### config.mk
export PLATFORM = sky130hd
export DESIGN_NAME = credit_tx_flat
export DESIGN_NICKNAME = d
export VERILOG_FILES = /design/src/rtl/credit_tx_if.sv /design/src/rtl/credit_tx.sv /design/src/flat_wrapper.sv
export SDC_FILE = /design/constraint.sdc
export NUM_CORES = 1
export LEC_CHECK = 0
export ABC_AREA = 1
export CORE_UTILIZATION = 40
export CTS_CLUSTER_DIAMETER = 100
export DETAILED_ROUTE_END_ITERATION = 12
export GPL_ROUTABILITY_DRIVEN = 1
export HOLD_SLACK_MARGIN = 0.05
export SLEW_MARGIN = 20
export SYNTH_ARGS = -nofsm -noshare
export SYNTH_HDL_FRONTEND = slang
export SYNTH_SLANG_ARGS = --single-unit
### constraint.sdc
create_clock -name clk -period 2.8 [get_ports clk]
set_clock_uncertainty 0.15 [all_clocks]
set_input_delay 0.28 -clock clk [delete_from_list [all_inputs] [get_ports clk]]
set_output_delay 0.28 -clock clk [all_outputs]
set_load 0.01 [all_outputs]
### src/rtl/credit_tx_if.sv
// Producer-side handshake and credit-link signals of the credit transmitter.
// The slave modport is the transmitter; the master modport drives it.
interface credit_tx_if #(
    parameter int DATA_WIDTH = 64,
    parameter int CW         = 8
);
    logic [DATA_WIDTH:0] src_data;
    logic                src_valid;
    logic                src_ready;
    logic                enq_out;
    logic [DATA_WIDTH:0] d_out;
    logic                credit_in;
    logic [CW-1:0]       credits;
    logic                idle;
    logic                err_ovf;

    modport master (
        output src_data,
        output src_valid,
        output credit_in,
        input  src_ready,
        input  enq_out,
        input  d_out,
        input  credits,
        input  idle,
        input  err_ovf
    );

    modport slave (
        input  src_data,
        input  src_valid,
        input  credit_in,
        output src_ready,
        output enq_out,
        output d_out,
        output credits,
        output idle,
        output err_ovf
    );
endinterface

### src/rtl/credit_tx.sv
// Credit-based link transmitter: 2-entry holding queue feeding a registered
// enq pulse, gated by a credit counter refilled by receiver credit returns.
module credit_tx #(
    parameter int DATA_WIDTH = 64,
    parameter int CREDITS    = 4,
    parameter int CW         = 8
) (
    input logic        clk,
    input logic        rst_n,
    credit_tx_if.slave link
);
    localparam int            W    = DATA_WIDTH + 1;
    localparam logic [CW-1:0] FULL = CW'(CREDITS);
    localparam logic [CW-1:0] ONE  = CW'(1);

    typedef enum logic [1:0] {
        DRAINED = 2'd0,
        PARTIAL = 2'd1,
        STALLED = 2'd2
    } cstate_t;

    logic [W-1:0]  mem [2];
    logic          wp;
    logic          rp;
    logic [1:0]    cnt;
    logic [1:0]    cnt_d;
    logic          live;
    logic [CW-1:0] credits_q;
    logic [CW-1:0] credits_d;
    logic          enq_q;
    logic [W-1:0]  dout_q;
    logic          err_q;
    cstate_t       cs_q;
    cstate_t       cs_d;

    logic ready;
    logic send;
    logic acc;
    logic ovf;
    logic cin;

    // live keeps src_ready low for the first edge after reset release
    assign ready = live && (cnt != 2'd2);
    assign cin   = link.credit_in;

    always_comb begin
        send = (cnt != 2'd0) && (credits_q != '0);
        acc  = link.src_valid && ready;
        ovf  = cin && !send && (credits_q == FULL);
    end

    always_comb begin
        credits_d = credits_q;
        unique case (1'b1)
            send && !cin:                      credits_d = credits_q - ONE;
            !send && cin && credits_q != FULL: credits_d = credits_q + ONE;
            default:                           credits_d = credits_q;
        endcase
    end

    always_comb begin
        cnt_d = cnt;
        unique case (1'b1)
            acc && !send: cnt_d = cnt + 2'd1;
            send && !acc: cnt_d = cnt - 2'd1;
            default:      cnt_d = cnt;
        endcase
    end

    always_ff @(posedge clk or negedge rst_n) begin
        if (!rst_n) begin
            mem[0]    <= '0;
            mem[1]    <= '0;
            wp        <= 1'b0;
            rp        <= 1'b0;
            cnt       <= 2'd0;
            live      <= 1'b0;
            credits_q <= FULL;
            enq_q     <= 1'b0;
            dout_q    <= '0;
            err_q     <= 1'b0;
        end else begin
            live      <= 1'b1;
            cnt       <= cnt_d;
            credits_q <= credits_d;
            if (acc) begin
                mem[wp] <= link.src_data;
                wp      <= ~wp;
            end
            if (send) begin
                enq_q  <= 1'b1;
                dout_q <= mem[rp];
                rp     <= ~rp;
            end else begin
                enq_q  <= 1'b0;
            end
            if (ovf) begin
                err_q <= 1'b1;
            end
        end
    end

    always_ff @(posedge clk or negedge rst_n) begin
        if (!rst_n) begin
            cs_q <= DRAINED;
        end else begin
            cs_q <= cs_d;
        end
    end

    always_comb begin
        cs_d = cs_q;
        unique case (1'b1)
            credits_d == FULL: cs_d = DRAINED;
            credits_d == '0:   cs_d = STALLED;
            default:           cs_d = PARTIAL;
        endcase
    end

    assign link.src_ready = ready;
    assign link.enq_out   = enq_q;
    assign link.d_out     = dout_q;
    assign link.credits   = credits_q;
    assign link.err_ovf   = err_q;
    assign link.idle      = live && (cs_q == DRAINED)
                          && (cnt == 2'd0) && !enq_q;
endmodule

### src/flat_wrapper.sv
// flat-port wrapper written by rule: the top's interface ports become plain ports
module credit_tx_flat 
#(
    parameter int DATA_WIDTH = 64,
    parameter int CREDITS    = 4,
    parameter int CW         = 8
)
  (clk, rst_n, link_src_data, link_src_valid, link_credit_in, link_src_ready, link_enq_out, link_d_out, link_credits, link_idle, link_err_ovf);
  credit_tx_if #(.DATA_WIDTH(DATA_WIDTH), .CW(CW)) link_i ();
  input logic clk;
  input logic rst_n;
  input wire logic [$bits(link_i.src_data)-1:0] link_src_data;
  input wire logic [$bits(link_i.src_valid)-1:0] link_src_valid;
  input wire logic [$bits(link_i.credit_in)-1:0] link_credit_in;
  output wire logic [$bits(link_i.src_ready)-1:0] link_src_ready;
  output wire logic [$bits(link_i.enq_out)-1:0] link_enq_out;
  output wire logic [$bits(link_i.d_out)-1:0] link_d_out;
  output wire logic [$bits(link_i.credits)-1:0] link_credits;
  output wire logic [$bits(link_i.idle)-1:0] link_idle;
  output wire logic [$bits(link_i.err_ovf)-1:0] link_err_ovf;
  assign link_i.src_data = link_src_data;
  assign link_i.src_valid = link_src_valid;
  assign link_i.credit_in = link_credit_in;
  assign link_src_ready = link_i.src_ready;
  assign link_enq_out = link_i.enq_out;
  assign link_d_out = link_i.d_out;
  assign link_credits = link_i.credits;
  assign link_idle = link_i.idle;
  assign link_err_ovf = link_i.err_ovf;
  credit_tx #(.DATA_WIDTH(DATA_WIDTH), .CREDITS(CREDITS), .CW(CW)) u_core (.clk(clk), .rst_n(rst_n), .link(link_i));
endmodule
==> results of run 1 <==
[kinds of logic after synthesis]
kind of cell    after synthesis  synth area share
simple gates                349            0.1503
flops                       212            0.5767
xor+xnor                      6          0.005711
compound gates              271            0.1606
other cells                   1         0.0004076
buf+inv                     207           0.09464
fa+ha+maj                     8           0.01169
[synthesized netlist by cell type]
master,instances,area [um2]
nand2_2,4,25.02
dfrtp_1,211,5280
and2_1,1,6.260
nand2_1,309,1160
o21ai_2,25,219.0
o21ai_0,196,980.9
o21ai_1,42,210.2
buf_6,11,123.9
nand3_4,1,17.52
conb_1,1,3.750
a21oi_1,5,25.02
xnor2_1,2,17.52
o21bai_1,1,7.510
or2_1,1,6.260
inv_1,147,551.8
xor2_1,4,35.03
nand3b_1,1,7.510
nand4_1,2,12.51
nand2_4,1,11.26
nor2_2,1,6.260
inv_2,2,7.510
fa_1,1,20.02
nand3_2,1,10.01
nand3_1,11,55.05
dfstp_2,1,26.28
ha_1,7,87.58
nor3_1,2,10.01
clkbuf_1,38,142.6
buf_2,9,45.04
a21boi_4,1,18.77
o21ai_4,1,16.27
or2_2,1,6.260
nor2_1,13,48.80
[sequential cells by signal, summed over array words and instances (netlist names)]
signal               count
u_core.link.d_out       65
u_core.wp                1
u_core.cs_q              2
u_core.link.enq_out      1
u_core.link.err_ovf      1
u_core.link.credits      8
u_core.cnt               2
u_core.mem             130
u_core.live              1
u_core.rp                1
[power by group]
| group | internal [uW] | leakage, uW | switching, uW | total, uW |
|---|---|---|---|---|
| combinational | 2690 | 0.00269 | 3130 | 5820 |
| sequential | 4580 | 0.00261 | 875 | 5450 |
| clock | 2090 | 0.000423 | 1220 | 3310 |
| total | 9360 | 0.00573 | 5220 | 14600 |
[layout make-up]
| class | instances | area, um2 |
|---|---|---|
| Fill cell | 2135 | 10650 |
| Sequential cell | 212 | 5311 |
| Multi-Input combinational cell | 636 | 3117 |
| Timing Repair Buffer | 168 | 1723 |
| Clock buffer | 37 | 740.7 |
| Inverter | 149 | 559.3 |
| Tap cell | 285 | 356.6 |
| Clock inverter | 7 | 113.9 |
[final timing paths]
| check | from | endpoint | cells past startpoint |
|---|---|---|---|
| setup / recovery | u_core.link.credits[4] | u_core.cs_q[1] | 18 |
| min in group clk | link_src_data[63] | u_core.mem[128] | 3 |
| hold / removal | rst_n | u_core.link.d_out[39] | 2 |
| max in group asynchronous | rst_n | u_core.mem[87] | 3 |
| hold reg to reg | u_core.mem[107] | u_core.mem[107] | 2 |
| setup reg to reg | u_core.link.credits[4] | u_core.cs_q[1] | 18 |
[layout by cell type, fill, tap and decap left out, types with 2 or more instances in the layout]
cell type / Yosys / layout
a21oi_1: 5 / 5
buf_12: 0 / 7
buf_4: 0 / 14
bufinv_16: 0 / 3
clkbuf_1: 38 / 5
clkbuf_16: 0 / 25
clkbuf_8: 0 / 7
clkdlybuf4s50_1: 0 / 144
clkinv_2: 0 / 3
dfrtp_1: 211 / 209
ha_1: 7 / 2
ha_4: 0 / 5
inv_1: 147 / 147
inv_2: 2 / 2
nand2_1: 309 / 307
nand2_2: 4 / 6
nand3_1: 11 / 10
nand3_2: 1 / 2
nand3_4: 1 / 2
nand4_1: 2 / 2
nor2_1: 13 / 13
nor3_1: 2 / 2
o21ai_0: 196 / 196
o21ai_1: 42 / 42
o21ai_2: 25 / 25
xnor2_1: 2 / 2
xor2_1: 4 / 4
[per-stage QoR]
stage / hold slack (ns) / util / setup slack [ns] / area, um2 / instances
finish: 0.1683 / 0.5282 / 0.2078 / 11920 / 1494
global route: 0.1898 / 0.5282 / 0.01318 / 11920 / 1494
CTS: 0.1623 / 0.5238 / 0.1179 / 11820 / 1491
detailed placement: 0.1508 / 0.4855 / 0.1377 / 10960 / 1446
global placement: 0.1619 / 0.4855 / 0.1921 / 10960 / 1446
floorplan: -0.1656 / - / 0.2444 / 9201 / 1054
[per-layer routing]
metal  global-route usage  routed length (um)  up-vias
met4              0.05048                 436        0
met2               0.2844                9134      124
met3              0.02565                 855       39
li1                     -                   -     3584
met1               0.2314                9105     3137
met5                    0                   0        -
[timing repair]
| action | 4_1_cts | 5_1_grt |
|---|---|---|
| resized for setup | 0 | 11 |
| setup buffers | 0 | 2 |
| hold endpoints to repair | 94 | 0 |
| hold buffers | 1 | 0 |
| endpoints found under the setup margin | 0 | 10 |
==> impl_metrics.csv, run 1 <==
group,metric,value,unit
status,status,"finished clean",
detailed_routing,drt-vias-per-instance,4.608,
floorplanning,core_area,22570,um2
place,port_buffers,145,
worst_setup_path,cp_top_family,"simple AND/OR/NAND/NOR gates",
final_layout,fin_nets,1269,
worst_setup_path,worst_setup_path_end_kind,"flop",
floorplanning,die_area,23610,um2
detailed_routing,ant_nets,0,
clock_tree,cts.clk_slew.worst_paths,0.06,ns
sta,worstMarginPinSlew,0.5876,ns
sta,period_minus_slack,2.592,ns
place,hpwl,12430,um
worst_setup_path,slowest_stage,"dfrtp_2",
logic_synthesis,syn_nets,1131,
pwr,finalPower,14590,uW
worst_setup_path,r2r_slack,0.21,ns
logic_synthesis,ys_warn_count,0,
clock_tree,htreeDepth,1,
sta,period_share,0.9258,
grt,overflow,0,
final_layout,n_antenna_cell,0,
detailed_routing,first_pass_iters,5,
logic_synthesis,ys_types,33,
worst_hold_path,hp-class,"in2async",
clock_tree,clkSinkCount,212,
final_layout,drive_gt1_frac,0.09347,
sta,max_slew_margin,0.6083,
clock_tree,clock_path_buffers,3,
sta,rsz0062_at_grt,"false",
clock_tree,numCtsBuffers,25,
detailed_routing,via_count,6884,
worst_setup_path,worst-path-buf-inv,1,
logic_synthesis,syn_avg_cell_area,8.730,um2
grt,grt_pass1_vias,6587,
logic_synthesis,syn_inst,1054,
floorplanning,rows,55,
detailed_routing,drt_iter0_drc,335,
floorplanning,die_y,153.7,um
grt,grt_antenna_before_repair,0,
final_layout,area_growth,29.56,%
sta,setup_viol,0,
worst_setup_path,worstSetupPathType,"reg2reg",
sta,final_max_slew_viol_count,0,
logic_synthesis,netlist_area,9201,um2
grt,grt_pass1_wl,32940,um
pwr,p_leak,0.005731,uW
floorplanning,chipWidth,153.7,um
worst_setup_path,cp-start-kind,"flop",
clock_tree,clock_latency,0.51,ns
grt,grt_max_degree,97,
worst_setup_path,path_cells,"nor2_1, nand2_2, o21ai_4, nand3_4, ha_4, nand2_1, nand2_1, nand2_1, and2_1, nand2_1, inv_1, nand2_1, nand2_1, nand2_1, nand2_1, nor2_1, nand2_1, nor2_1",
floorplanning,start_util,0.4076,
pwr,p_per_area,1223,nW/um2
pwr,vdd_drop_max,861.0,uV
logic_synthesis,synth_seq_area_share,0.5767,
grt,grt_usage,0.1709,
logic_synthesis,synth-seq-cells,212,
worst_setup_path,crit_top_cell,"nand2_1",
sta,fmaxAchievable,0.3858,GHz
worst_setup_path,critPathArrivalTime,2.88,ns
clock_tree,cts_tree,"yes",
detailed_routing,totalWireLength,19530,um
place,place.gp.congestion,0.8047,
floorplanning,io_pins,146,
sta,setup_tns,0,ns
sta,hold_violations,0,
detailed_routing,avgRoutedWirePerCell,13.07,um
worst_setup_path,slowest_delay,0.44,ns
worst_setup_path,crit_fanout,7,
run,max-cap-violations,0,
detailed_routing,drc,0,
clock_tree,cts_root_buffer,"clkbuf_16",
worst_setup_path,worstPathRequired,3.09,ns
Note: power is estimated with default switching activity, not from simulation.
==> run 2, diff against run 1 <==
- MAX_ROUTING_LAYER: not set -> met4
- PLACE_DENSITY: not set -> 0.67
==> run 2 against run 1 <==
  * First-iteration DRC count is 30% higher
  * Routed wire length is 4.5% higher
  * Sequential power is 2% higher
  * Utilization is 0.42 points higher
  * Via count is 2.9% higher
  * Die area stayed put
  * Sequential share of layout area is 0.32 points lower
  * Fmax is 6.5% lower
  * Critical path depth is 2 lower
  * Final area is 0.79% higher
  * Register-to-register slack worse by 0.18 ns
  * Highest routed layer unchanged
==> impl_metrics.csv, run 2 (synthesis gave the netlist of run 1 again) <==
group,metric,value,unit
sta,fmaxAchievable,0.3608,GHz
detailed_routing,drt_iter0_drc,434,
sta,period_minus_slack,2.772,ns
detailed_routing,via_count,7085,
final_layout,layout_common_cells,"nand2_1, dfrtp_1, o21ai_0",
worst_setup_path,slowest_delay,0.44,ns
grt,grt_pass1_wl,33260,um
grt,grt_antenna_before_repair,0,
floorplanning,die_y,153.7,um
sta,max_slew_margin,0.5142,
place,dpl_cell_area,10910,um2
final_layout,area_growth,30.58,%
sta,period_share,0.9899,
worst_setup_path,slowest_stage,"dfrtp_2",
worst_hold_path,hp-class,"in2async",
final_layout,drive_gt1_frac,0.1141,
clock_tree,cts_tree,"yes",
clock_tree,cts.clk_slew.worst_paths,0.06,ns
worst_setup_path,worst_setup_path_end_kind,"flop",
final_layout,multi_input_area,3174,um2
final_layout,n_antenna_cell,0,
worst_setup_path,cp_top_family,"simple AND/OR/NAND/NOR gates",
sta,worstMarginPinSlew,0.7287,ns
clock_tree,clock_path_buffers,3,
detailed_routing,avgRoutedWirePerCell,13.57,um
grt,grt_pass1_vias,6711,
worst_setup_path,cp-start-kind,"flop",
worst_setup_path,worstSetupPathType,"reg2reg",
pwr,p_per_area,1238,nW/um2
place,place.gp.congestion,0.8595,
clock_tree,numCtsBuffers,24,
final_layout,fill_cells,2072,
detailed_routing,drt-vias-per-instance,4.714,
worst_setup_path,critPathArrivalTime,3.00,ns
clock_tree,cts_root_buffer,"clkbuf_16",
worst_setup_path,r2r_slack,0.03,ns
pwr,p_leak,0.005756,uW
place,port_buffers,145,
floorplanning,rows,55,
grt,grt_max_degree,74,
worst_setup_path,crit_top_cell,"nand2_1",
grt,grt_usage,0.1758,
run,max-cap-violations,0,
sta,final_max_slew_viol_count,0,
floorplanning,die_area,23610,um2
final_layout,largest_register_ff_count,130,
floorplanning,start_util,0.4076,
detailed_routing,first_pass_iters,5,
floorplanning,core_area,22570,um2
worst_setup_path,worst-path-buf-inv,3,
final_layout,ff_latch_area,5315,um2
clock_tree,htreeDepth,1,
final_layout,fin_nets,1277,
floorplanning,io_pins,146,
clock_tree,clkSinkCount,212,
floorplanning,chipWidth,153.7,um
detailed_routing,totalWireLength,20400,um
sta,setup_tns,0,ns
sta,setup_viol,0,
detailed_routing,ant_nets,0,
pwr,vdd_drop_max,1001,uV
detailed_routing,drc,0,
final_layout,final_common_cell,"nand2_1",
final_layout,largest_register,"u_core.mem",
worst_setup_path,worstPathRequired,3.03,ns
place,hpwl,12770,um
clock_tree,clock_latency,0.51,ns
worst_setup_path,path_cells,"nor2_4, nand2_2, o21ai_4, buf_4, nand3_2, buf_4, fa_2, nand3_1, nand2_1, xor2_1, inv_1, nand2_1, o21ai_1, nand2_1, nor2_1, nand2_1",
sta,hold_violations,0,
grt,overflow,0,
worst_setup_path,crit_fanout,6,
final_layout,design_area,12020,um2
status,status,"finished clean",
run 2: cell count changes in the layout (fill, tap and decap cells not counted), moves of 2 or more:
cell	delta
nor2_1	-6
nor2_2	+2
nand2_1	-6
dfrtp_2	+3
nand2_2	+6
clkinv_4	+2
buf_4	+11
dfrtp_1	-3
nor2_4	+4
run 2: power breakdown:
part | switching, uW | total, uW | internal, uW | leakage, uW
Sequential | 981 | 5560 | 4580 | 0.00261
Combinational | 3240 | 6080 | 2830 | 0.00274
Clock | 1240 | 3240 | 2000 | 0.000409
run 2: repair_timing:
action,CTS,global route
hold buffers,1,0
setup buffers,0,16
endpoints found under the setup margin,0,33
resized for setup,0,30
hold endpoints to repair,72,0
run 2: worst paths after layout:
| path | from | end | cells after the start |
|---|---|---|---|
| min reg2reg | u_core.mem[66] | u_core.mem[66] | 2 |
| max in group asynchronous | rst_n | u_core.link.d_out[19] | 3 |
| max | u_core.link.credits[1] | u_core.cs_q[0] | 16 |
| min in group clk | link_src_data[53] | u_core.mem[118] | 3 |
| min | rst_n | u_core.link.d_out[41] | 2 |
| max reg2reg | u_core.link.credits[1] | u_core.cs_q[0] | 16 |
run 2: worst register-to-register path: stages (launching register included):
cell     delay (ns)
dfrtp_2        0.44
nor2_4         0.11
nand2_2        0.08
o21ai_4        0.20
buf_4          0.15
nand3_2        0.15
buf_4          0.19
fa_2           0.36
nand3_1        0.10
nand2_1        0.07
xor2_1         0.16
inv_1          0.06
nand2_1        0.05
o21ai_1        0.10
nand2_1        0.09
nor2_1         0.13
nand2_1        0.06
run 2: metrics by stage:
stage | setup WS, ns | utilization | hold WS (ns) | std cells | total power [uW]
floorplan | 0.2444 | - | -0.1656 | 1054 | 9010
global placement | 0.1614 | 0.4833 | 0.1237 | 1441 | 11030
detailed placement | 0.1056 | 0.4833 | 0.1218 | 1441 | 11220
CTS | 0.07800 | 0.5208 | 0.1739 | 1486 | 14560
global route | -0.05060 | 0.5323 | 0.1805 | 1503 | 16090
finish | 0.02841 | 0.5323 | 0.1558 | 1503 | 14880
run 2: per-layer routing:
layer	routed length (um)	track usage
met1	9217	0.2262
met2	9933	0.2896
met3	934	0.02818
met4	318	0.04476
met5	0	-
run 2: area by class of cell:
class / instances / share of cell area
multi-input combinational: 636 / 0.2642
clock inverter: 7 / 0.007914
clock buffer: 37 / 0.06165
tap: 285 / 0.02968
inverter: 149 / 0.04655
sequential: 212 / 0.4424
timing repair buffer: 177 / 0.1477
